`src/rtl/fifo_rd_burst_ctrl_pkg.sv`:
```
// rtl/fifo_rd_burst_ctrl_pkg.sv - shared types and helpers for the FIFO read burst controller
// Contents: rd_state_e scheduler states, ptr_width() pointer width helper.
package fifo_ctrl_pkg;

    typedef enum logic [1:0] {
        IDLE  = 2'd0,
        WAIT  = 2'd1,
        BURST = 2'd2
    } rd_state_e;

    // Pointers carry one extra wrap bit above the FIFO address.
    function automatic int ptr_width(input int addr_width);
        return addr_width + 1;
    endfunction

endpackage

```
`src/rtl/fifo_rd_burst_ctrl_if.sv`:
```
// rtl/fifo_rd_burst_ctrl_if.sv - FIFO read-side and output-stream signals of the burst controller
// master: controller side (drives rd_inc, out_*, fifo_level, busy, burst_done)
// slave : FIFO/consumer side (drives enable, pointers, empty_flag, rd_data, out_ready)
interface fifo_rd_burst_ctrl_if
    import fifo_ctrl_pkg::*;
#(
    parameter int ADDR_WIDTH = 4,
    parameter int DATA_WIDTH = 8
);
    localparam int PW = ptr_width(ADDR_WIDTH);

    logic                  enable;
    logic [PW-1:0]         sync_grey_coded_wr_ptr;
    logic [PW-1:0]         rd_ptr_grey_coded;
    logic                  empty_flag;
    logic [DATA_WIDTH-1:0] rd_data;
    logic                  rd_inc;
    logic [DATA_WIDTH-1:0] out_data;
    logic                  out_valid;
    logic                  out_ready;
    logic [PW-1:0]         fifo_level;
    logic                  busy;
    logic                  burst_done;

    modport master (
        input  enable, sync_grey_coded_wr_ptr, rd_ptr_grey_coded, empty_flag, rd_data, out_ready,
        output rd_inc, out_data, out_valid, fifo_level, busy, burst_done
    );

    modport slave (
        output enable, sync_grey_coded_wr_ptr, rd_ptr_grey_coded, empty_flag, rd_data, out_ready,
        input  rd_inc, out_data, out_valid, fifo_level, busy, burst_done
    );

endinterface

```
`src/rtl/fifo_rd_burst_ctrl_grey2bin.sv`:
```
// rtl/fifo_rd_burst_ctrl_grey2bin.sv - gray to binary pointer converter
// Ports: grey (in, WIDTH) gray-coded value; bin (out, WIDTH) binary equivalent.
module grey2bin_conv #(
    parameter int WIDTH = 5
) (
    input  logic [WIDTH-1:0] grey,
    output logic [WIDTH-1:0] bin
);

    // Each binary bit is the XOR of all gray bits at or above it.
    for (genvar i = 0; i < WIDTH; i++) begin : g_bit
        assign bin[i] = ^grey[WIDTH-1:i];
    end

endmodule

```
`src/rtl/fifo_rd_burst_ctrl.sv`:
```
// rtl/fifo_rd_burst_ctrl.sv - read-domain burst scheduler for the async FIFO
// Ports: rd_clk, rd_rst_n (async active-low); bus (master modport): enable, gray
// write/read pointers, empty_flag, rd_data in; rd_inc pop strobe, registered
// out_data/out_valid with out_ready, fifo_level, busy, burst_done out.
module fifo_rd_burst_ctrl
    import fifo_ctrl_pkg::*;
#(
    parameter int ADDR_WIDTH  = 4,
    parameter int DATA_WIDTH  = 8,
    parameter int BURST_LEN   = 4,
    parameter int TIMEOUT_CYC = 16
) (
    input  logic                rd_clk,
    input  logic                rd_rst_n,
    fifo_rd_burst_ctrl_if.master bus
);

    localparam int PW = ptr_width(ADDR_WIDTH);
    localparam int TW = (TIMEOUT_CYC > 1) ? $clog2(TIMEOUT_CYC) : 1;
    localparam logic [PW-1:0] BURST_LEN_P = PW'(BURST_LEN);
    localparam logic [TW-1:0] TMO_LAST    = TW'(TIMEOUT_CYC - 1);

    rd_state_e             state;
    logic [PW-1:0]         wr_bin;
    logic [PW-1:0]         rd_bin;
    logic [PW-1:0]         level;
    logic [PW-1:0]         burst_cnt;
    logic [TW-1:0]         tmo_cnt;
    logic [DATA_WIDTH-1:0] out_data_q;
    logic                  out_valid_q;
    logic                  burst_done_q;
    logic                  pop;

    grey2bin_conv #(.WIDTH(PW)) u_wr_g2b (.grey(bus.sync_grey_coded_wr_ptr), .bin(wr_bin));
    grey2bin_conv #(.WIDTH(PW)) u_rd_g2b (.grey(bus.rd_ptr_grey_coded),      .bin(rd_bin));

    // Modulo subtract absorbs pointer wrap; the extra pointer bit lets a full FIFO read as 2^ADDR_WIDTH.
    assign level = wr_bin - rd_bin;

    // Pop only when the output register is free or being drained this cycle,
    // so a stalled consumer never causes a word to be overwritten.
    assign pop = (state == BURST) && !bus.empty_flag &&
                 (!out_valid_q || bus.out_ready) && (burst_cnt != '0);

    always_ff @(posedge rd_clk or negedge rd_rst_n) begin
        if (!rd_rst_n) begin
            state        <= IDLE;
            burst_cnt    <= '0;
            tmo_cnt      <= '0;
            out_data_q   <= '0;
            out_valid_q  <= 1'b0;
            burst_done_q <= 1'b0;
        end else begin
            burst_done_q <= 1'b0;

            if (pop) begin
                out_data_q  <= bus.rd_data;
                out_valid_q <= 1'b1;
            end else if (out_valid_q && bus.out_ready) begin
                out_valid_q <= 1'b0;
            end

            case (state)
                IDLE: begin
                    tmo_cnt <= '0;
                    if (bus.enable) state <= WAIT;
                end
                WAIT: begin
                    if (!bus.enable) begin
                        tmo_cnt <= '0;
                        state   <= IDLE;
                    end else if (level >= BURST_LEN_P) begin
                        burst_cnt <= BURST_LEN_P;
                        tmo_cnt   <= '0;
                        state     <= BURST;
                    end else if (level != '0) begin
                        // Partial burst: flush whatever is there once the timeout expires.
                        if (tmo_cnt == TMO_LAST) begin
                            burst_cnt <= level;
                            tmo_cnt   <= '0;
                            state     <= BURST;
                        end else begin
                            tmo_cnt <= tmo_cnt + 1'b1;
                        end
                    end else begin
                        tmo_cnt <= '0;
                    end
                end
                BURST: begin
                    // enable is ignored here so a started burst always completes.
                    if (pop) begin
                        burst_cnt <= burst_cnt - 1'b1;
                        if (burst_cnt == PW'(1)) begin
                            burst_done_q <= 1'b1;
                            state        <= WAIT;
                        end
                    end
                end
                default: state <= IDLE;
            endcase
        end
    end

    assign bus.rd_inc     = pop;
    assign bus.out_data   = out_data_q;
    assign bus.out_valid  = out_valid_q;
    assign bus.fifo_level = level;
    assign bus.busy       = (state == BURST);
    assign bus.burst_done = burst_done_q;

endmodule

```
`src/flat_wrapper.sv`:
```
// flat-port wrapper written by rule: the top's interface ports become plain ports
module fifo_rd_burst_ctrl_flat import fifo_ctrl_pkg::*;
#(
    parameter int ADDR_WIDTH  = 4,
    parameter int DATA_WIDTH  = 8,
    parameter int BURST_LEN   = 4,
    parameter int TIMEOUT_CYC = 16
)
  (rd_clk, rd_rst_n, bus_enable, bus_sync_grey_coded_wr_ptr, bus_rd_ptr_grey_coded, bus_empty_flag, bus_rd_data, bus_out_ready, bus_rd_inc, bus_out_data, bus_out_valid, bus_fifo_level, bus_busy, bus_burst_done);
  fifo_rd_burst_ctrl_if #(.ADDR_WIDTH(ADDR_WIDTH), .DATA_WIDTH(DATA_WIDTH)) bus_i ();
  input  logic rd_clk;
  input  logic rd_rst_n;
  input wire logic [$bits(bus_i.enable)-1:0] bus_enable;
  input wire logic [$bits(bus_i.sync_grey_coded_wr_ptr)-1:0] bus_sync_grey_coded_wr_ptr;
  input wire logic [$bits(bus_i.rd_ptr_grey_coded)-1:0] bus_rd_ptr_grey_coded;
  input wire logic [$bits(bus_i.empty_flag)-1:0] bus_empty_flag;
  input wire logic [$bits(bus_i.rd_data)-1:0] bus_rd_data;
  input wire logic [$bits(bus_i.out_ready)-1:0] bus_out_ready;
  output wire logic [$bits(bus_i.rd_inc)-1:0] bus_rd_inc;
  output wire logic [$bits(bus_i.out_data)-1:0] bus_out_data;
  output wire logic [$bits(bus_i.out_valid)-1:0] bus_out_valid;
  output wire logic [$bits(bus_i.fifo_level)-1:0] bus_fifo_level;
  output wire logic [$bits(bus_i.busy)-1:0] bus_busy;
  output wire logic [$bits(bus_i.burst_done)-1:0] bus_burst_done;
  assign bus_i.enable = bus_enable;
  assign bus_i.sync_grey_coded_wr_ptr = bus_sync_grey_coded_wr_ptr;
  assign bus_i.rd_ptr_grey_coded = bus_rd_ptr_grey_coded;
  assign bus_i.empty_flag = bus_empty_flag;
  assign bus_i.rd_data = bus_rd_data;
  assign bus_i.out_ready = bus_out_ready;
  assign bus_rd_inc = bus_i.rd_inc;
  assign bus_out_data = bus_i.out_data;
  assign bus_out_valid = bus_i.out_valid;
  assign bus_fifo_level = bus_i.fifo_level;
  assign bus_busy = bus_i.busy;
  assign bus_burst_done = bus_i.burst_done;
  fifo_rd_burst_ctrl #(.ADDR_WIDTH(ADDR_WIDTH), .DATA_WIDTH(DATA_WIDTH), .BURST_LEN(BURST_LEN), .TIMEOUT_CYC(TIMEOUT_CYC)) u_core (.rd_clk(rd_clk), .rd_rst_n(rd_rst_n), .bus(bus_i));
endmodule
```
`config.mk`:
```
export PLATFORM = sky130hd
export DESIGN_NAME = fifo_rd_burst_ctrl_flat
export DESIGN_NICKNAME = d
export VERILOG_FILES = /design/src/rtl/fifo_rd_burst_ctrl_pkg.sv /design/src/rtl/fifo_rd_burst_ctrl_if.sv /design/src/rtl/fifo_rd_burst_ctrl_grey2bin.sv /design/src/rtl/fifo_rd_burst_ctrl.sv /design/src/flat_wrapper.sv
export SDC_FILE = /design/constraint.sdc
export NUM_CORES = 1
export LEC_CHECK = 0
export CORE_UTILIZATION = 25
export CTS_CLUSTER_DIAMETER = 60
export CTS_CLUSTER_SIZE = 20
export DETAILED_ROUTE_END_ITERATION = 10
export GPL_ROUTABILITY_DRIVEN = 0
export PLACE_DENSITY = 0.55
export SLEW_MARGIN = 20
export SYNTH_ARGS = -nofsm -noshare
export SYNTH_HDL_FRONTEND = slang
export SYNTH_SLANG_ARGS = --single-unit
export TNS_END_PERCENT = 100
```
`constraint.sdc`:
```
create_clock -name rd_clk -period 3.7 [get_ports rd_clk]
set_clock_uncertainty 0.05 [all_clocks]
set_input_delay 0.74 -clock rd_clk [delete_from_list [all_inputs] [get_ports rd_clk]]
set_output_delay 0.74 -clock rd_clk [all_outputs]
set_load 0.03 [all_outputs]
```
### Word-level counts from Yosys, hierarchy flattened

Cells that the tools add are included.

* word-level logic and storage cells: 69
* output and inout port bits: 17
* flip-flop bits (word level): 21

* muxes and demuxes: 24
* order comparisons: 1
* add/sub/neg operators: 3
* reduce and logical (&&, ||, !) cells: 23
* equality and inequality tests: 12

Operator list (count)
* 5-bit 2-to-1 mux: 5
* 4-bit 2-to-1 mux: 4
* 2-bit 2-to-1 mux: 7
* 5-bit one-hot mux with 2 select lines: 1
* 5-bit AND reduction: 2
* 5-bit nonzero test: 2
* 5-bit XOR reduction: 2
* 4-bit by 2-bit != test with 1-bit output, second input constant: 2
* 4-bit one-hot mux with 2 select lines: 1
* 4-bit XOR reduction: 2
* 2-bit != test, second input constant: 3
* 3-bit by 1-bit != test with 1-bit output, second input constant: 2
* 2-bit one-hot mux with 3 select lines: 1
* 2-bit nonzero test: 3
* 3-bit XOR reduction: 2
* 5-bit by 1-bit equality test with 1-bit output, second input constant: 1
* 5-bit by 3-bit greater-or-equal comparator with 1-bit output, second input constant: 1
* 1-bit 2-to-1 mux: 5
* 5-bit by 1-bit subtractor with 5-bit output, second input constant: 1
* 5-bit subtractor: 1
* 4-bit by 1-bit adder with 4-bit output, second input constant: 1
* 4-bit equality test, second input constant: 1
* 1-bit logical AND: 4
* 2-bit XOR reduction: 2
* other kinds (6): 7

### Longest topological paths before layout

* depth in word-level cells: 7
* mapped depth: 13
* mapped depth without buffers: 12

### Cells and area by module

From an unflattened synthesis, not the netlist that was laid out.

* cell total of the unflattened synthesis: 136
* area total of the unflattened synthesis: 1485.2 um2

By module, submodules not included
* fifo_rd_burst_ctrl: cells an instance 124, area an instance 1340.0 um2, sequential area each 525.5 um2, times used 1
* grey2bin_conv: cells an instance 6, area an instance 72.6 um2, sequential area each 0.0 um2, times used 2

### Worst setup path after synthesis

No wires, ideal clock.

* path kind: input to output
* start: in bus_sync_grey_coded_wr_ptr[4]
* end: out bus_fifo_level[4]
* stages on the path: 10
* arrival time: 2.929 ns
* path slack: -0.019 ns
* buffers on the path: 0
* path through: xor2_1 > xnor2_1 > xor2_1 > xor2_1 > ha_1 > fa_1 > nor2b_1 > o22a_1 > xor2_1 > inv_1

* word-level cells in the longest chain between the ends: 2
* elaborated cells on any way between the ends: 5
* classes of those cells: add/sub: 1; reduce/logical: 4

Ends and longest elaborated chain
* start, declared: RTL line flat_wrapper.sv:14 `input wire logic [$bits(bus_i.sync_grey_coded_wr_ptr)-1:0] bus_sync_grey_coded_wr_ptr;`
* 5-bit XOR reduction, or another cell as far along: RTL line fifo_rd_burst_ctrl_grey2bin.sv:12 `assign bin[i] = ^grey[WIDTH-1:i];`
* 5-bit subtractor (*): RTL line fifo_rd_burst_ctrl.sv:38 `assign level = wr_bin - rd_bin;`
* end, declared: RTL line flat_wrapper.sv:22 `output wire logic [$bits(bus_i.fifo_level)-1:0] bus_fifo_level;`

Mark *: on every way between the ends. The rest lies on a longest branch, timed or not.

### Worst setup path in the final report

* start: in bus_rd_ptr_grey_coded[3]
* end: out bus_fifo_level[4]

* word-level cells in the longest chain between the ends: 2
* elaborated cells on any way between the ends: 5
* classes of those cells: add/sub: 1; reduce/logical: 4

Ends and longest elaborated chain
* start, declared: RTL line flat_wrapper.sv:15 `input wire logic [$bits(bus_i.rd_ptr_grey_coded)-1:0] bus_rd_ptr_grey_coded;`
* 5-bit XOR reduction, or another cell as far along: RTL line fifo_rd_burst_ctrl_grey2bin.sv:12
* 5-bit subtractor (*): RTL line fifo_rd_burst_ctrl.sv:38

Marks and branches as above.

==> out/qor.yml <==
crit_slowest_cell: "fa_2"
area_growth_pct: 50.8
n_fill_cell: 545
final_max_slew_viol_count: 0
synthesis.nets: 183
drtIter0Drc: 76
fmax_mhz: 280
drc: 0
post-place-cells: 273
cp_common_cell: "xor2_2"
irDropWorstVdd_uv: 228
worstPathMaxFanout: 2
wirelength_um: 3240
nNetsFinal: 248
yosysSeqAreaShare_pct: 36.6
crit_type: "in -> out"
antenna_cells: 0
ys_warn_count: 0
period_minus_slack_ns: 3.57
grt_usage_pct: 11.3
root_buffer: "clkbuf_8"
grt_pass1_vias: 1277
antenna_found_initial: 0
synthArstFlopShare_pct: 100
cp_num_buf_inv: 3
dp_hpwl_um: 2570
utilization_pct: 39.3
die_x_um: 77.8
die_h_um: 77.8
clk_pin_slew_ns: 0.08
p_total_mw: 1.47
core_um2: 5510
synth-edff-count: 0
ys_ff_latch: 21
hold_class: "in -> async"
crit_family: "XOR/XNOR gates"
die_area_um2: 6050
h-tree-depth: 1
cts_tree: "done"
required_ns: 2.91
io_pins: 40
fin_worst_hold_slack_ns: 0.380
grt_max_degree: 22
setup_tns_ns: 0
postRouteAntennaNets: 0
dr.pass1.iters: 4
drive_gt1_share_pct: 29.9
finalHoldViolCount: 0
path_cells: "buf_2 > xnor2_4 > xor2_2 > xor2_2 > xnor2_1 > ha_2 > fa_2 > nor2b_2 > o22a_1 > xor2_2 > inv_2 > buf_6"
setup_violations: 0
arrival_ns: 2.78
grt_overflow: 0
cp-end-kind: "output port"
hold_buffers: 0
crit_path_max_incr_delay_ns: 0.34
cts_buffers: 3
final_cells: 283
synth_area_um2: 1440
via_per_inst: 4.62
port_buffers: 39
clkLatencyLatePin_ns: 0.26
avgSynthCellArea_um2: 9.77
outcome: "completed"
crit_path_start_kind: "primary input"
vias: 1308
grt_pass1_wl_um: 5480
period_share_pct: 96.4
slew_headroom_pct: 68.3
start_util_pct: 26.1
route.detailed.wl_per_inst_um: 11.4
tightest_slew_ns: 0.475
syn_inst: 147
fp-row-count: 27
synthFlopType: "dfrtp_1"
clock_path_buffers: 2
cap_violations: 0
cts.sinks: 21
power_density_nw_per_um2: 678
leakagePower_nw: 0.996
post_synth_num_cell_types: 41
==> cells by family after synthesis <==
family | share of synthesized area (%)
AOI/OAI and AO/OA | 18.2
xor gates and xnor gates | 6.71
adders and majority gates | 11.8
buffers and inverters | 5.05
DFF | 36.6
muxes | 6.27
and+or+nand+nor | 15.3
==> where the power goes <==
| group | total, mW | switching [mW] | internal (mW) |
|---|---|---|---|
| clock network | 0.148 | 0.0735 | 0.0749 |
| logic | 0.974 | 0.518 | 0.456 |
| registers | 0.347 | 0.0457 | 0.301 |
| total | 1.47 | 0.637 | 0.832 |
==> placed cells by master (no fill, tap or decap), types with 3 or more instances in the layout <==
master / Yosys / layout
clkdlybuf4s50_1: 0 / 27
buf_4: 1 / 27
dfrtp_1: 21 / 21
inv_1: 15 / 14
ha_1: 12 / 11
a21oi_1: 10 / 10
nand2_1: 8 / 8
mux2_2: 8 / 8
nor2_1: 6 / 5
o21ai_0: 5 / 5
xor2_2: 0 / 4
nor2b_1: 5 / 4
and3_1: 4 / 4
o22ai_1: 4 / 4
nand3_1: 4 / 4
buf_2: 1 / 4
xor2_1: 7 / 3
o22a_1: 3 / 3
clkbuf_8: 0 / 3
==> per-stage QoR <==
stage | setup slack [ns] | area (um^2)
after floorplan | 0.0130 | 1440
after global placement | -0.810 | 2030
after detailed placement | -0.860 | 2030
after CTS | 0.0130 | 2150
after global routing | -0.0307 | 2170
final | 0.133 | 2170
==> sequential cells by signal (all words and copies together) (netlist names) <==
signal                 flops
u_core.bus.burst_done      1
u_core.burst_cnt           5
u_core.tmo_cnt             4
u_core.bus.out_data        8
u_core.bus.out_valid       1
u_core.state               2
==> synthesized netlist by cell type (2+ instances only) <==
| cell type | instances | share of area (%) |
|---|---|---|
| mux2_2 | 8 | 6.3 |
| o21ai_0 | 5 | 1.7 |
| nor2b_1 | 5 | 2.2 |
| dfrtp_1 | 21 | 37 |
| and3_1 | 4 | 1.7 |
| nand4b_1 | 2 | 1.2 |
| xor2_1 | 7 | 4.3 |
| nand2b_1 | 2 | 0.87 |
| nand3_1 | 4 | 1.4 |
| nor3_1 | 2 | 0.70 |
| inv_1 | 15 | 3.9 |
| xnor2_1 | 4 | 2.4 |
| and2_1 | 2 | 0.87 |
| a21o_1 | 2 | 1.0 |
| ha_1 | 12 | 10 |
| a21oi_1 | 10 | 3.5 |
| o22a_1 | 3 | 1.8 |
| o22ai_1 | 4 | 1.7 |
| nor2_1 | 6 | 1.6 |
| nand2_1 | 8 | 2.1 |
==> worst reg2reg max path, delay by kind of cell, from the launching register on <==
| family | cells | cell delay, ns |
|---|---|---|
| flops | 1 | 0.46 |
| fa+ha+maj | 1 | 0.21 |
| compound gates | 4 | 0.95 |
| buf+inv | 1 | 0.10 |
| simple gates | 1 | 0.22 |
==> area by class of cell <==
cell class,instances,area [um^2],area share [%]
well taps,72,90.1,4.16
flip-flops and latches,21,526,24.3
multi-input cells,108,910,42.0
clock inverters,1,5.00,0.231
clock buffers,3,41.3,1.91
repair buffers,63,538,24.8
inverters,15,56.3,2.60
==> path summary, 6_finish.rpt <==
check / start / slack, ns / cells after the start / to
min in group rd_clk: u_core.burst_cnt[4]$_DFFE_PN0P_ / 0.44 / 1 / u_core.burst_cnt[4]$_DFFE_PN0P_
setup reg to reg: u_core.burst_cnt[0]$_DFFE_PN0P_ / 1.66 / 7 / u_core.state[1]$_DFFE_PN0P_
hold / removal: rd_rst_n / 0.38 / 1 / u_core.bus.out_data[6]$_DFFE_PN0P_
setup / recovery: bus_rd_ptr_grey_coded[3] / 0.13 / 12 / bus_fifo_level[4]
hold reg to reg: u_core.burst_cnt[4]$_DFFE_PN0P_ / 0.44 / 1 / u_core.burst_cnt[4]$_DFFE_PN0P_
max in group asynchronous: rd_rst_n / 2.90 / 1 / u_core.state[0]$_DFFE_PN0P_
==> what timing repair did <==
| action | in CTS | in global routing |
|---|---|---|
| gates cloned | 0 | 0 |
| setup endpoints to repair | 10 | 3 |
| setup buffers | 5 | 2 |
| pin swaps | 11 | 9 |
| resized for setup | 33 | 4 |
==> per-layer routing <==
layer / track usage, % / routed length, um
met5: 0 / 0
met4: 1.70 / 14
met3: 3.06 / 101
met2: 20.2 / 1710
met1: 13.6 / 1420
(Power assumes the default switching activity.)
